**src/rtl/ahb_bus_arbiter_if.sv**
```systemverilog
// Request/transfer inputs and grant/owner outputs shared by the masters and the arbiter.
// The arbiter uses the slave modport; the master-side logic (or a bench) uses master.
interface ahb_bus_arbiter_if #(
  parameter int NUM_MASTERS  = 4,
  parameter int MIDX_W       = (NUM_MASTERS > 1) ? $clog2(NUM_MASTERS) : 1,
  parameter int HTRANS_WIDTH = 2,
  parameter int HBURST_WIDTH = 3
);
  logic [NUM_MASTERS-1:0]  hbusreq;
  logic [NUM_MASTERS-1:0]  hlock;
  logic [HTRANS_WIDTH-1:0] Htrans;
  logic [HBURST_WIDTH-1:0] Hburst;
  logic                    Hready;
  logic [NUM_MASTERS-1:0]  hgrant;
  logic [MIDX_W-1:0]       hmaster;
  logic [MIDX_W-1:0]       hmaster_data;
  logic                    Hmastlock;

  modport slave (
    input  hbusreq, hlock, Htrans, Hburst, Hready,
    output hgrant, hmaster, hmaster_data, Hmastlock
  );

  modport master (
    output hbusreq, hlock, Htrans, Hburst, Hready,
    input  hgrant, hmaster, hmaster_data, Hmastlock
  );
endinterface

```
**src/rtl/ahb_bus_arbiter.sv**
```systemverilog
// Round-robin AHB arbiter with fixed-burst and locked-sequence protection, parking on master 0.
// Htrans/Hburst are those of the granted master, i.e. the address offered for acceptance at the edge.
module ahb_bus_arbiter #(
  parameter int NUM_MASTERS  = 4,
  parameter int MIDX_W       = (NUM_MASTERS > 1) ? $clog2(NUM_MASTERS) : 1,
  parameter int HTRANS_WIDTH = 2,
  parameter int HBURST_WIDTH = 3
) (
  input logic              hclk,
  input logic              hreset,
  ahb_bus_arbiter_if.slave bus
);
  typedef enum logic [1:0] {ST_PARK, ST_OWNED, ST_BURST, ST_LOCKED} state_t;

  localparam logic [HTRANS_WIDTH-1:0] TR_IDLE   = HTRANS_WIDTH'(0);
  localparam logic [HTRANS_WIDTH-1:0] TR_NONSEQ = HTRANS_WIDTH'(2);
  localparam logic [HTRANS_WIDTH-1:0] TR_SEQ    = HTRANS_WIDTH'(3);

  state_t                 r_state;
  logic [MIDX_W-1:0]      r_grant;
  logic [NUM_MASTERS-1:0] r_hgrant;
  logic [MIDX_W-1:0]      r_rr_ptr;
  logic [MIDX_W-1:0]      r_hmaster;
  logic [MIDX_W-1:0]      r_hmaster_data;
  logic                   r_mastlock;
  logic [3:0]             r_count;

  logic                   w_is_idle;
  logic                   w_is_nonseq;
  logic                   w_is_seq;
  logic                   w_fixed;
  logic [3:0]             w_burst_last;
  logic [3:0]             w_count_next;
  logic                   w_lock_next;
  logic                   w_rr_found;
  logic [MIDX_W-1:0]      w_rr_idx;

  assign w_is_idle   = (bus.Htrans == TR_IDLE);
  assign w_is_nonseq = (bus.Htrans == TR_NONSEQ);
  assign w_is_seq    = (bus.Htrans == TR_SEQ);

  // Remaining beats after the first one; INCR has no defined length so it never freezes the grant.
  always_comb begin
    w_fixed      = 1'b1;
    w_burst_last = 4'd0;
    case (int'(bus.Hburst))
      0:       w_burst_last = 4'd0;
      2, 3:    w_burst_last = 4'd3;
      4, 5:    w_burst_last = 4'd7;
      6, 7:    w_burst_last = 4'd15;
      default: w_fixed      = 1'b0;
    endcase
  end

  always_comb begin
    w_count_next = r_count;
    if (r_state == ST_BURST && (w_is_idle || w_is_nonseq)) begin
      w_count_next = 4'd0;
    end else if (w_is_nonseq) begin
      w_count_next = w_fixed ? w_burst_last : 4'd0;
    end else if (w_is_idle) begin
      w_count_next = 4'd0;
    end else if (w_is_seq && r_count != 4'd0) begin
      w_count_next = r_count - 4'd1;
    end
  end

  // A lock holder keeps the bus through BUSY/SEQ even after dropping hlock.
  always_comb begin
    if (r_state == ST_LOCKED) begin
      w_lock_next = bus.hlock[r_grant] || !(w_is_idle || w_is_nonseq);
    end else begin
      w_lock_next = bus.hlock[r_grant];
    end
  end

  always_comb begin : rr_search
    logic [MIDX_W-1:0] cand;
    cand       = r_rr_ptr;
    w_rr_found = 1'b0;
    w_rr_idx   = '0;
    for (int off = 0; off < NUM_MASTERS; off++) begin
      cand = (cand == MIDX_W'(NUM_MASTERS - 1)) ? '0 : cand + 1'b1;
      if (!w_rr_found && bus.hbusreq[cand]) begin
        w_rr_found = 1'b1;
        w_rr_idx   = cand;
      end
    end
  end

  always_ff @(posedge hclk) begin
    if (hreset) begin
      r_state        <= ST_PARK;
      r_grant        <= '0;
      r_hgrant       <= NUM_MASTERS'(1);
      r_rr_ptr       <= '0;
      r_hmaster      <= '0;
      r_hmaster_data <= '0;
      r_mastlock     <= 1'b0;
      r_count        <= 4'd0;
    end else if (bus.Hready) begin
      r_hmaster      <= r_grant;
      r_hmaster_data <= r_hmaster;
      r_count        <= w_count_next;
      r_mastlock     <= w_lock_next;
      if (w_lock_next) begin
        r_state <= ST_LOCKED;
      end else if (w_count_next != 4'd0) begin
        r_state <= ST_BURST;
      end else if (w_rr_found) begin
        r_state  <= ST_OWNED;
        r_grant  <= w_rr_idx;
        r_hgrant <= NUM_MASTERS'(1) << w_rr_idx;
        r_rr_ptr <= w_rr_idx;
      end else begin
        r_state  <= ST_PARK;
        r_grant  <= '0;
        r_hgrant <= NUM_MASTERS'(1);
      end
    end
  end

  assign bus.hgrant       = r_hgrant;
  assign bus.hmaster      = r_hmaster;
  assign bus.hmaster_data = r_hmaster_data;
  assign bus.Hmastlock    = r_mastlock;
endmodule

```
**src/flat_wrapper.sv**
```systemverilog
// flat-port wrapper written by rule: the top's interface ports become plain ports
module ahb_bus_arbiter_flat 
#(
  parameter int NUM_MASTERS  = 4,
  parameter int MIDX_W       = (NUM_MASTERS > 1) ? $clog2(NUM_MASTERS) : 1,
  parameter int HTRANS_WIDTH = 2,
  parameter int HBURST_WIDTH = 3
)
  (hclk, hreset, bus_hbusreq, bus_hlock, bus_Htrans, bus_Hburst, bus_Hready, bus_hgrant, bus_hmaster, bus_hmaster_data, bus_Hmastlock);
  ahb_bus_arbiter_if #(.NUM_MASTERS(NUM_MASTERS), .MIDX_W(MIDX_W), .HTRANS_WIDTH(HTRANS_WIDTH), .HBURST_WIDTH(HBURST_WIDTH)) bus_i ();
  input logic hclk;
  input logic hreset;
  input wire logic [$bits(bus_i.hbusreq)-1:0] bus_hbusreq;
  input wire logic [$bits(bus_i.hlock)-1:0] bus_hlock;
  input wire logic [$bits(bus_i.Htrans)-1:0] bus_Htrans;
  input wire logic [$bits(bus_i.Hburst)-1:0] bus_Hburst;
  input wire logic [$bits(bus_i.Hready)-1:0] bus_Hready;
  output wire logic [$bits(bus_i.hgrant)-1:0] bus_hgrant;
  output wire logic [$bits(bus_i.hmaster)-1:0] bus_hmaster;
  output wire logic [$bits(bus_i.hmaster_data)-1:0] bus_hmaster_data;
  output wire logic [$bits(bus_i.Hmastlock)-1:0] bus_Hmastlock;
  assign bus_i.hbusreq = bus_hbusreq;
  assign bus_i.hlock = bus_hlock;
  assign bus_i.Htrans = bus_Htrans;
  assign bus_i.Hburst = bus_Hburst;
  assign bus_i.Hready = bus_Hready;
  assign bus_hgrant = bus_i.hgrant;
  assign bus_hmaster = bus_i.hmaster;
  assign bus_hmaster_data = bus_i.hmaster_data;
  assign bus_Hmastlock = bus_i.Hmastlock;
  ahb_bus_arbiter #(.NUM_MASTERS(NUM_MASTERS), .MIDX_W(MIDX_W), .HTRANS_WIDTH(HTRANS_WIDTH), .HBURST_WIDTH(HBURST_WIDTH)) u_core (.hclk(hclk), .hreset(hreset), .bus(bus_i));
endmodule
```
**config.mk**
```make
export PLATFORM = sky130hd
export DESIGN_NAME = ahb_bus_arbiter_flat
export DESIGN_NICKNAME = d
export VERILOG_FILES = /design/src/rtl/ahb_bus_arbiter_if.sv /design/src/rtl/ahb_bus_arbiter.sv /design/src/flat_wrapper.sv
export SDC_FILE = /design/constraint.sdc
export NUM_CORES = 1
export LEC_CHECK = 0
export CAP_MARGIN = 0
export CORE_UTILIZATION = 50
export CTS_CLUSTER_DIAMETER = 60
export DETAILED_ROUTE_END_ITERATION = 8
export PLACE_DENSITY = 0.79
export SYNTH_ARGS = -nofsm -noshare
export SYNTH_HDL_FRONTEND = slang
export SYNTH_SLANG_ARGS = --single-unit
```
**constraint.sdc**
```tcl
create_clock -name hclk -period 3.8 [get_ports hclk]
set_input_delay 0.38 -clock hclk [delete_from_list [all_inputs] [get_ports hclk]]
set_output_delay 0.38 -clock hclk [all_outputs]
set_load 0.02 [all_outputs]
```
==> key figures <==
Run status
  – Status: finished, final reports clean

Routing
  – DRT Pass-1 Iters: 4
  – Via/cell ratio: 5.90
  – Vias: 1056
  – Routed len/inst: 13.2 um
  – Antenna-violating nets left: 0
  – DRC Markers: 0
  – Iteration-0 DRC count of the detailed router: 16
  – Detailed Route WL: 2370 um

Cells and area
  – Synth-to-layout area growth: 23.5%
  – Filler Cell Count: 171
  – Final #Nets: 171
  – Area occupied by multi-input gates: 664 sq um
  – Final std cells w/o fill: 179
  – Sequential Area: 380 sq um
  – Layout cells sized above 1: 0.0789
  – Antenna Cells: 0

CTS
  – Hold Buf Count CTS: 0
  – Post-CTS setup buffers: 0
  – Clock root buffer master: clkbuf_4
  – Clock Pin Slew Worst Setup and Hold Paths: 0.11 ns
  – CTS tree: yes
  – Num CTS Buffers: 3
  – Longest Clk Path Bufs: 2
  – Clock sinks: 19
  – Latest clock arrival within the worst-skew pair: 0.30 ns
  – # resized after CTS: 0
  – CTS H-tree depth: 1

Global route
  – First-pass GRT wire length: 3880 um
  – Largest net degree at the start of global routing: 23
  – Grt ovf: 0
  – Total GRT Usage: 0.204
  – Vias in the first global route: 911
  – Initial antenna violation count: 0

Floorplanning
  – Die area: 2410 sq um
  – Starting density of the core: 0.548
  – Number of cell rows: 16
  – Core Region: 2020 sq um
  – IO Pins: 25
  – Chip width: 49.1 um
  – Die Ht: 49.1 um

Logic synthesis
  – Post-Synth Simple-Gate Area: 0.269
  – Synth area leader: dfxtp_1
  – Avg Synthesized Cell Area: 8.40 sq um
  – Area contributors post-synth: dfxtp_1, nor2_1, mux2i_1
  – Fraction of synthesized cell area in xor and xnor cells: 0
  – Mapped cell area: 1110 sq um
  – Proportion of synthesized area in mux cells: 0.0655
  – EDFF count, synth: 0
  – Post-synthesis adder-cell area fraction: 0.0226
  – Asr flop ratio synth: 0
  – Seq/Total Area, Yosys: 0.343
  – Netlist cell types: 43
  – Post-synth top cells: dfxtp_1, nor2_1, nand2_1, nand2b_1
  – Main combinational cell family by area after synthesis: simple AND/OR/NAND/NOR gates
  – Compound-Gate Fraction of Synth Area: 0.243
  – Cells after Synth: 132
  – Syn_nets: 150
  – Yosys reg bits: 19
  – Post-synth top area share: 0.343
  – Number of synthesis warnings: 0
  – Synth Flop Type: dfxtp_1
  – Count leader, synth: dfxtp_1

Setup path
  – Critical path class: primary input to flip-flop
  – Setup crit start kind: primary input
  – CP arrival: 2.65 ns
  – Critical path peak fanout: 12
  – Crit. End Element: flip-flop
  – CP required: 4.05 ns

Pwr
  – Net Sw Frac: 0.298
  – VDD IR max: 0.229 mV
  – Cell Pwr Density: 316 nW/um^2
  – Power Internal: 0.000304 W
  – Net Sw Power: 0.000129 W
  – Clock power share: 0.240
  – Lkg Pwr: 0.524 nW
  – Share of power burned in registers: 0.507
  – Combinational Power Share: 0.254

Timing
  – Hold WS: 0.476 ns
  – Tcrit/Tclk final: 0.630
  – Final setup vio count: 0
  – Final Hold Vio Count: 0
  – Worst Max-Slew Pin Slew: 0.786 ns
  – FMAX: 0.418 GHz
  – Setup TNS: 0 ns
  – RSZ-0062 raised after global routing: false
  – Max-slew violations: 0
  – Worst Skew: 0.00660 ns
  – Tmin final: 2.39 ns
  – Max-slew headroom: 0.475

Placement
  – GP Congestion: 0.812
  – Post-DP HPWL: 1730 um
  – Buffers on Ports: 23
  – Inst Count DP: 175

Worst hold path
  – Worst hold-check path type: flip-flop to flip-flop

Flow run
  – Max-cap violations: 0
-- cells in the final DEF (no fill, tap or decap), types with 3 or more instances in the layout --
master and instances:
nand2_1 10, inv_1 7, dfxtp_1 19, mux2i_1 5, nand2b_1 8, nor2_1 14
a21oi_1 7, nand3_1 6, clkdlybuf4s50_1 23, clkbuf_4 3, nor3_1 3, o21ai_1 5
-- path summary, 6_finish.rpt --
check                                                          to                               from  cells past startpoint  slack [ns]
worst max-delay path              u_core.r_rr_ptr[0]$_SDFFE_PP0P_                      bus_Htrans[1]                      8        1.41
worst max register to register    u_core.r_rr_ptr[1]$_SDFFE_PP0P_     u_core.r_count[0]$_SDFFE_PP0P_                      9        1.52
worst min register to register  u_core.bus.hgrant[2]$_SDFFE_PP0P_  u_core.bus.hgrant[2]$_SDFFE_PP0P_                      2        0.48
worst min-delay path            u_core.bus.hgrant[2]$_SDFFE_PP0P_  u_core.bus.hgrant[2]$_SDFFE_PP0P_                      2        0.48
-- registers in the layout, summed over array words and instances (netlist names) --
register	count
u_core.bus.hgrant	4
u_core.r_count	4
u_core.bus.hmaster	2
u_core.bus.hmaster_data	2
u_core.r_grant	2
u_core.r_rr_ptr	2
u_core.r_state	2
u_core.bus.Hmastlock	1
-- per-stage QoR --
| stage | utilization | setup slack, ns | total power (W) | instance area, sq um |
|---|---|---|---|---|
| 2_1_floorplan | - | 1.80 | 0.000296 | 1110 |
| 3_3_place_gp | 0.664 | 1.13 | 0.000328 | 1340 |
| 3_5_place_dp | 0.664 | 1.10 | 0.000332 | 1340 |
| 4_1_cts | 0.677 | 1.42 | 0.000436 | 1370 |
| 5_1_grt | 0.677 | 1.33 | 0.000457 | 1370 |
| 6_report | 0.677 | 1.41 | 0.000433 | 1370 |
-- critical path, stage by stage --
cell and delay [ns]:
clkdlybuf4s50_1 0.56, or4b_4 0.50, or4b_4 0.50, o211ai_2 0.11, nor4_2 0.08, buf_4 0.19
a211o_1 0.26, nand2_1 0.06
-- final cells by class --
cell class                      instances  area share
Sequential cell                        19       0.278
Multi-Input combinational cell         98       0.485
Tap cell                               27      0.0247
Inverter                                7      0.0192
Timing Repair Buffer                   24       0.174
Clock buffer                            4      0.0192
-- logic make-up (layout without fill, tap and decap cells) --
group | Yosys count | in the layout
AOI/OAI and AO/OA | 37 | 37
adders and majority gates | 2 | 2
DFF | 19 | 19
buffers and inverters | 15 | 35
muxes | 6 | 6
and+or+nand+nor | 53 | 53
-- power by group through the flow --
stage / sequential, W / combinational, W / clock, W
6_report: 0.000219 / 0.000110 / 0.000104
5_1_grt: 0.000221 / 0.000120 / 0.000117
4_1_cts: 0.000219 / 0.000109 / 0.000108
3_5_place_dp: 0.000224 / 0.000109 / 0
3_3_place_gp: 0.000223 / 0.000105 / 0
2_1_floorplan: 0.000226 / 0.0000700 / 0
-- per-layer routing --
metal	part of all wire	routed length [um]	GRT usage
met3	0.052	123	0.0374
met4	0.024	58	0.0882
met2	0.46	1100	0.333
met1	0.46	1090	0.262
met5	0	0	0
(Power assumes the default switching activity.)
